[src/rtl/mem_access_stage.sv]
// -----------------------------------------------------------------------------
// mem_access_stage
//   MEM stage of the pipelined Harvard CPU, sitting between EX and WB.
//   One EX result is accepted per valid/ready handshake. Loads and stores
//   drive the data memory port for MEM_LAT cycles. Non-memory results are
//   passed straight through. The payload is then offered to WB on a
//   valid/ready handshake.
//
//   Every memory-control output comes straight from a flop. The data memory
//   write path is level-sensitive, so a combinational glitch on mem_write
//   could corrupt memory.
//
// Parameters
//   A_BITS   data address width      (default `A_BITS)
//   D_BITS   data word width         (default `D_BITS)
//   R_BITS   register index width    (default 3)
//   MEM_LAT  access cycles per load/store, 1..15
//
// Ports
//   clk, rst_n                     clock (rising edge), async active-low reset
//   ex_valid/ex_ready              EX handshake
//   ex_is_load, ex_is_store        operation kind (both set = store + error)
//   ex_addr, ex_wdata, ex_result   address, store data, ALU result
//   ex_rd, ex_rd_we                destination register and its write enable
//   mem_write, mem_read            data memory strobes (registered)
//   mem_address, mem_data_in       data memory address / write data (registered)
//   mem_data_out                   data memory read data
//   wb_valid/wb_ready              WB handshake
//   wb_data, wb_rd, wb_we          WB payload
//   op_err                         sticky illegal-operation flag
//
// Optional feature (macro MEM_BOUNDS_EN)
//   When defined, a load/store with ex_addr >= `MEMSIZE is not issued to
//   memory. It completes immediately with wb_data=0 and wb_we=0, and it sets
//   op_err.
// -----------------------------------------------------------------------------
`ifndef A_BITS
`define A_BITS 8
`endif
`ifndef D_BITS
`define D_BITS 8
`endif
`ifndef MEMSIZE
`define MEMSIZE 128
`endif

module mem_access_stage #(
  parameter int A_BITS  = `A_BITS,
  parameter int D_BITS  = `D_BITS,
  parameter int R_BITS  = 3,
  parameter int MEM_LAT = 1
) (
  input  logic              clk,
  input  logic              rst_n,
  input  logic              ex_valid,
  output logic              ex_ready,
  input  logic              ex_is_load,
  input  logic              ex_is_store,
  input  logic [A_BITS-1:0] ex_addr,
  input  logic [D_BITS-1:0] ex_wdata,
  input  logic [D_BITS-1:0] ex_result,
  input  logic [R_BITS-1:0] ex_rd,
  input  logic              ex_rd_we,
  output logic              mem_write,
  output logic              mem_read,
  output logic [A_BITS-1:0] mem_address,
  output logic [D_BITS-1:0] mem_data_in,
  input  logic [D_BITS-1:0] mem_data_out,
  output logic              wb_valid,
  input  logic              wb_ready,
  output logic [D_BITS-1:0] wb_data,
  output logic [R_BITS-1:0] wb_rd,
  output logic              wb_we,
  output logic              op_err
);

  localparam int CW = 4;  // MEM_LAT-1 fits for the legal range 1..15

  typedef enum logic [1:0] {IDLE, ACCESS, HOLD} state_t;

  // WB-bound payload
  typedef struct packed {
    logic [D_BITS-1:0] data;
    logic [R_BITS-1:0] rd;
    logic              we;
  } wb_pay_t;

  state_t            state, state_nx;
  logic [CW-1:0]     cnt, cnt_nx;
  logic              ld_q, ld_nx;         // the access in flight is a load
  logic              mem_write_nx, mem_read_nx;
  logic [A_BITS-1:0] addr_nx;
  logic [D_BITS-1:0] wdata_nx;
  wb_pay_t           pay_q, pay_nx;
  logic              wb_valid_nx, err_nx;

  logic accept, mem_op, is_store, oob;

  assign ex_ready = (state == IDLE) | ((state == HOLD) & wb_ready);
  assign accept   = ex_valid & ex_ready;
  assign mem_op   = ex_is_load | ex_is_store;
  // A load+store combination is executed as a store.
  assign is_store = ex_is_store;

`ifdef MEM_BOUNDS_EN
  localparam longint unsigned MEM_LIMIT = `MEMSIZE;
  assign oob = mem_op & (64'(ex_addr) >= MEM_LIMIT);
`else
  assign oob = 1'b0;
`endif

  assign wb_data = pay_q.data;
  assign wb_rd   = pay_q.rd;
  assign wb_we   = pay_q.we;

  // Next-state / next-output logic. Every output is registered below, so
  // nothing combinational reaches the memory port.
  always_comb begin
    state_nx     = state;
    cnt_nx       = cnt;
    ld_nx        = ld_q;
    mem_write_nx = mem_write;
    mem_read_nx  = mem_read;
    addr_nx      = mem_address;
    wdata_nx     = mem_data_in;
    pay_nx       = pay_q;
    wb_valid_nx  = wb_valid;
    err_nx       = op_err;

    case (state)
      ACCESS: begin
        // The store strobe lasts only for the first access cycle.
        mem_write_nx = 1'b0;
        if (cnt == '0) begin
          mem_read_nx = 1'b0;
          if (ld_q) pay_nx.data = mem_data_out;
          wb_valid_nx = 1'b1;
          state_nx    = HOLD;
        end else begin
          cnt_nx = cnt - 1'b1;
        end
      end
      HOLD: begin
        if (wb_ready) begin
          wb_valid_nx = 1'b0;
          state_nx    = IDLE;
        end
      end
      default: ;
    endcase

    // An accept only happens in IDLE or in HOLD with WB draining. It
    // overrides the HOLD->IDLE path, so back-to-back operations have no bubble.
    if (accept) begin
      pay_nx.rd   = ex_rd;
      pay_nx.data = ex_result;
      if (ex_is_load & ex_is_store) err_nx = 1'b1;
      if (mem_op & ~oob) begin
        state_nx     = ACCESS;
        cnt_nx       = CW'(MEM_LAT - 1);
        ld_nx        = ~is_store;
        mem_read_nx  = ~is_store;
        mem_write_nx = is_store;
        addr_nx      = ex_addr;
        wdata_nx     = ex_wdata;
        pay_nx.we    = ex_rd_we & ~is_store;
        wb_valid_nx  = 1'b0;
      end else if (mem_op) begin
        // Out-of-range access: nothing is issued to memory. Complete at once.
        state_nx    = HOLD;
        pay_nx.data = '0;
        pay_nx.we   = 1'b0;
        err_nx      = 1'b1;
        wb_valid_nx = 1'b1;
      end else begin
        state_nx    = HOLD;
        pay_nx.we   = ex_rd_we;
        wb_valid_nx = 1'b1;
      end
    end
  end

  // An async reset drops mem_write at once, so an aborted store cannot
  // strobe again.
  always_ff @(posedge clk or negedge rst_n) begin
    if (!rst_n) begin
      state       <= IDLE;
      cnt         <= '0;
      ld_q        <= 1'b0;
      mem_write   <= 1'b0;
      mem_read    <= 1'b0;
      mem_address <= '0;
      mem_data_in <= '0;
      pay_q       <= '0;
      wb_valid    <= 1'b0;
      op_err      <= 1'b0;
    end else begin
      state       <= state_nx;
      cnt         <= cnt_nx;
      ld_q        <= ld_nx;
      mem_write   <= mem_write_nx;
      mem_read    <= mem_read_nx;
      mem_address <= addr_nx;
      mem_data_in <= wdata_nx;
      pay_q       <= pay_nx;
      wb_valid    <= wb_valid_nx;
      op_err      <= err_nx;
    end
  end

endmodule

[config.mk]
export PLATFORM = sky130hd
export DESIGN_NAME = mem_access_stage
export DESIGN_NICKNAME = d
export VERILOG_FILES = /design/src/rtl/mem_access_stage.sv
export SDC_FILE = /design/constraint.sdc
export NUM_CORES = 1
export LEC_CHECK = 0
export CORE_MARGIN = 2
export CORE_UTILIZATION = 45
export CTS_CLUSTER_SIZE = 40
export DETAILED_ROUTE_END_ITERATION = 6
export PLACE_DENSITY_LB_ADDON = 0.1
export SETUP_SLACK_MARGIN = 0.5
export SYNTH_ARGS = -nofsm -noshare
export SYNTH_HDL_FRONTEND = slang
export SYNTH_SLANG_ARGS = --single-unit
export TNS_END_PERCENT = 5
[constraint.sdc]
create_clock -name clk -period 3.2 [get_ports clk]
set_input_delay 0.32 -clock clk [delete_from_list [all_inputs] [get_ports clk]]
set_output_delay 0.32 -clock clk [all_outputs]
set_load 0.01 [all_outputs]
==> results.md <==
* Final WL at 4300 µm
* Post-synth top flop: dfrtp_1
* Final Util at 0.700
* Total CTS buffers at 5
* Placed cell areas at 2450 µm²
* Reg-to-reg startpoint: state[0]$_DFFE_PN0P_
* Core area at 3630 µm²
* Die X at ~65 µm
* # port buffers at 74
* Post-CTS Setup Inserts at 0
* Die Y-Extent at 65.3 µm
* Pleak at 0.00100 µW
* Flop-to-flop setup slack at 1.06 ns
* Vias in the first global route at 1539
* Post_cts resized at 0
* Worst Setup EP: mem_data_in[7]$_DFFE_PN0P_
* Antenna-violating nets left at 0
* Worst slack, placed at 0.830 ns
* WL per Instance at 16.0 µm
* Post-synth cell types at 31
* Final Hold Viols at 0
* Critical Path Start: state[0]$_DFFE_PN0P_
* Sum Neg Setup Slack at 0 ns
* Worst-path clk slew at ~0.08 ns
* Max cap viols at 0
* DR DRC count at 0
* Outcome: finished clean
* Largest net degree at the start of global routing at 39
* Synth warnings at 0
* Total power at 2410 µW
* Die ar. at 4270 µm²
* Ranking of synthesized cells by area: dfrtp_1 56%, mux2_2 13%, o21ai_0 4.7%, a31oi_1 3.3%, nand4_1 3.0%
* Worst setup margin at 1.06 ns
* Clk root buf: clkbuf_8
* Cells after synthesis at 144
* Worst Skew at 0.00684 ns
* Yosys reg bits at 38
* CTS tree: yes
* Cell area after synthesis at 1690 µm²
* FF-to-FF path depth at 4
* Area Overhead vs Synth at 50.4%
* DP Wirelength at 3220 µm
* Sequential share of the synthesized area at 0.562
* TritonCTS Sinks at 38
* Vias at 1463
* RSZ-0062 raised after global routing: no
* Reg-to-reg endpoint: mem_data_in[7]$_DFFE_PN0P_
* Global-route wire length before repair at 7160 µm
* TritonRoute pass-1 iters at 4
* Max Slew Vio Count at 0
* Worst Path Required at between 3 and 4 ns
* GP Congestion at 0.783
* Top-area cell type share of the netlist area at 0.562
* Critical path type: reg2reg
* Gr usage total at 0.224
* Worst VDD drop at 0.597 mV
* Initial Utilization at 0.466
* Worst hold path class: in2async
* Slew at the pin closest to its max-slew limit at ~0.83 ns
* Htree depth at 2
* Ant diodes at 0
* Dominant cell by count in the synthesized netlist: dfrtp_1
* Pwr dens at 946 nW/µm²
* Post-synth ARST share at 1.00
* IO Pins at 75
* Std cell rows at 22
* Final Instance Area at 2540 µm²
* Vias/cell at 5.46
* Net Count, Synth at 187
* Layout cells sized above 1 at 0.155
* Crit-path max FO at 11
* CTS max path bufs at 2
* Initial antenna violation count at 0
* Relative slew slack at 0.445
* Crit path DAT at 2.31 ns
* Top cells by count, synth: 38 x dfrtp_1, 19 x mux2_2, 16 x o21ai_0, 9 x a31oi_1
* GR Overflow Total at 0
* Hold-fix buffers, CTS at 0
* Clock latency on the worst-skew pair at 0.29 ns
* Final Setup Violations at 0
* Final-stage net count at 262
* Max Clk Rate at 467 MHz
* Clock period minus worst slack at 2.14 ns
* Endpoint class of the critical path: register
* Period utilization at 0.669
* Syn Area/Cell at around 12 µm²
* Startpoint types: register
* EDFF count, synth at 0
* Iter 0 DRT Violations at roughly 110
* Post-synth top area cell: dfrtp_1
## routing by layer
layer	global-route usage	vias up	wire (µm)
li1	-	684	-
met1	0.249	699	1560
met2	0.384	70	2240
met3	0.0873	10	395
met4	0.0938	0	105
met5	0	-	0
## cells in the final DEF, fill, tap and decap left out, types with 6 or more instances in the layout
cell type / netlist / final
clkbuf_8: 0 / 6
a31oi_1: 9 / 9
a21oi_1: 6 / 6
nor3_1: 8 / 8
mux2_2: 19 / 19
o21ai_0: 16 / 16
nand4_1: 8 / 8
clkdlybuf4s50_1: 0 / 73
dfrtp_1: 38 / 38
## layout make-up
class / count / area [µm²]
flip-flops and latches: 38 / 951
well taps: 48 / 60.1
inverters: 4 / 15.0
clock inverters: 2 / 12.5
multi-input cells: 94 / 673
repair buffers: 76 / 751
clock buffers: 6 / 82.6
fillers: 279 / 1090
## power by group
part / switching [µW] / internal, µW
logic: 534 / 657
clock network: 167 / 173
registers: 159 / 718
total: 860 / 1550
## critical path, stage by stage, from the launching register on
cell and delay [ns]:
dfrtp_1 0.45, nand2b_1 0.39, nor3_4 0.54, buf_4 0.29
mux2_2 0.35
## worst min-delay path by stage
stage                     cells past startpoint                    endpoint          startpoint  slack [ns]
final                                         1      wb_data[5]$_DFFE_PN0P_               rst_n        0.13
after global routing                          1  mem_address[4]$_DFFE_PN0P_               rst_n        0.18
after CTS                                     1      wb_data[4]$_DFFE_PN0P_               rst_n        0.15
after detailed placement                      1            cnt[3]$_DFF_PN0_               rst_n        0.47
after global placement                        1          op_err$_DFFE_PN0P_  op_err$_DFFE_PN0P_        0.45
after floorplan                               0            cnt[0]$_DFF_PN0_               rst_n        0.02
## per-stage QoR
stage,std cells,hold slack [ns]
finish,268,0.130
global route,268,0.178
CTS,268,0.147
detailed placement,260,0.466
global placement,260,0.453
floorplan,144,0.0244
## cell families (layout without fill, tap and decap cells)
logic type / Yosys count / after routing / share of synthesized area
AO/OA/AOI/OAI: 37 / 37 / 0.123
buffers and inverters: 12 / 88 / 0.0399
adder cells (fa/ha/maj): 1 / 1 / 0.00740
flip-flops: 38 / 38 / 0.562
multiplexers: 19 / 19 / 0.126
AND/OR/NAND/NOR: 37 / 37 / 0.141
## flip-flops by register name (all words and copies together), names as in the netlist
name         count
mem_address      8
cnt              4
ld_q             1
op_err           1
mem_read         1
wb_we            1
mem_data_in      8
wb_rd            3
state            1
mem_write        1
wb_data          8
wb_valid         1
(Power assumes the default switching activity.)
==> RTL edit, RTL diff (config.mk and constraints unchanged) <==
Encoding of `state_t`: now one-hot (3 bits for 3 states).
--- a/src/rtl/mem_access_stage.sv
+++ b/src/rtl/mem_access_stage.sv
@@ -76,7 +76,7 @@
 
   localparam int CW = 4;  // MEM_LAT-1 fits for the legal range 1..15
 
-  typedef enum logic [1:0] {IDLE, ACCESS, HOLD} state_t;
+  typedef enum logic [2:0] {IDLE = 3'b001, ACCESS = 3'b010, HOLD = 3'b100} state_t;
 
   // WB-bound payload
   typedef struct packed {
Function: same outputs for any inputs over 10 cycles, from zero or initial values and one cycle with rst_n low; not proved beyond that.
==> RTL edit against the original RTL <==
Count of clock-buffer cells in the layout is 1 higher. Sequential cell count is 1 higher. Wire length is 13% lower. Critical path depth stayed put. Synthesized area is 0.15% higher. Largest power group unchanged. Via count is 11% lower. Setup slack better by 0.12 ns. Power is 7.8% lower. Cell area is 0.15% higher. Clock skew is 0.0037 ns lower. Hold slack better by 0.017 ns. Core utilization is 0.10 points higher. Non-clock buffer count is 1 lower. Critical path type is now input pin to output port.
==> RTL edit: results (changes against the original RTL) <==
* Status: completed
- The starting DRC count in detailed routing is 27 (-75%).
- The sequential-to-total area share from yosys stat came to 57.7% (+1.5 points).
- Routability congestion estimate: 0.730 (-6.8%)
- Worst reg-to-reg setup slack: 1.25 ns (+0.19 ns)
- The worst register-to-register path ends at wb_data[4].
- Worst-case setup slack after placement: 1.12 ns (+0.293 ns)
- Highest cell delay on the worst timing path: 0.56 ns (+0.02 ns)
- The detailed route wirelength on metal2 was 1940 um (-14%).
- Crit. Startpoint: wb_ready
* First-pass GRT wire length: 5920 um (-17%)
- The xor/xnor cell area share of the yosys netlist was 1.03% (+1.0 points).
- Sorting the synthesized cells by how often they occur yields sky130_fd_sc_hd__dfrtp_1, sky130_fd_sc_hd__mux2_2, sky130_fd_sc_hd__nand2_1.
- Yosys attributes the largest share of cell area to sky130_fd_sc_hd__dfrtp_1, sky130_fd_sc_hd__mux2_2, sky130_fd_sc_hd__mux2i_1.
- Total met3 wirelength after detailed routing: 272 um (-31%)
* Met3 demand-to-capacity share in global routing: 5.65% (-3.1 points)
- Number of cell instances on the worst register-to-register path: 6 (+2)
- The post-detailed-placement cell area came to 2470 sq um (+0.72%).
- Placed Cells incl. Taps: 250 (-3.8%)
- The final-layout fill cell count came to 269 (-3.6%).
* Critical R2R Launch: cnt[1]
* Aggregate routed wire length: 3740 um (-13%)
* Largest net degree at the start of global routing: 40 (+2.6%)
* Relative slew slack: 43.7% (-0.72 points)
- DR vias: 1300 (-11%)
- The sum of net half-perimeters after detailed placement came to 2740 um (-15%).
* Worst Hold Slack: 0.147 ns (+0.0168 ns)
* Clk_skew: 0.00318 ns (-0.00367 ns)
* Share of cell area taken by muxes after synthesis: 18.0% (+5.4 points)
==> RTL edit: changes by cell type after synthesis, sizes merged, moves of 2 or more <==
cell / unedited run / this run
a21oi: 6 / 4
or3: 2 / 0
nand2: 1 / 15
nor2b: 2 / 0
o21ai: 19 / 12
a211oi: 0 / 2
a31oi: 9 / 2
mux2i: 0 / 8
buf: 6 / 2
nand4: 8 / 0
xnor2: 0 / 2
nand2b: 4 / 1
nor3: 9 / 0
==> RTL edit: area by class of cell <==
type / instances / area [sq um] / share of cell area (%)
tap: 48 / 60.1 / 2.36
clock inverter: 1 / 5.00 / 0.196
inverter: 5 / 18.8 / 0.736
timing repair buffer: 75 / 743 / 29.2
sequential: 39 / 977 / 38.3
multi-input combinational: 83 / 668 / 26.2
clock buffer: 7 / 76.3 / 2.99
==> RTL edit: power breakdown <==
group | total, uW | switching [uW] | internal (uW)
Clock | 304 | 152 | 153
Combinational | 1020 | 393 | 624
Sequential | 897 | 161 | 735
Total | 2220 | 706 | 1510
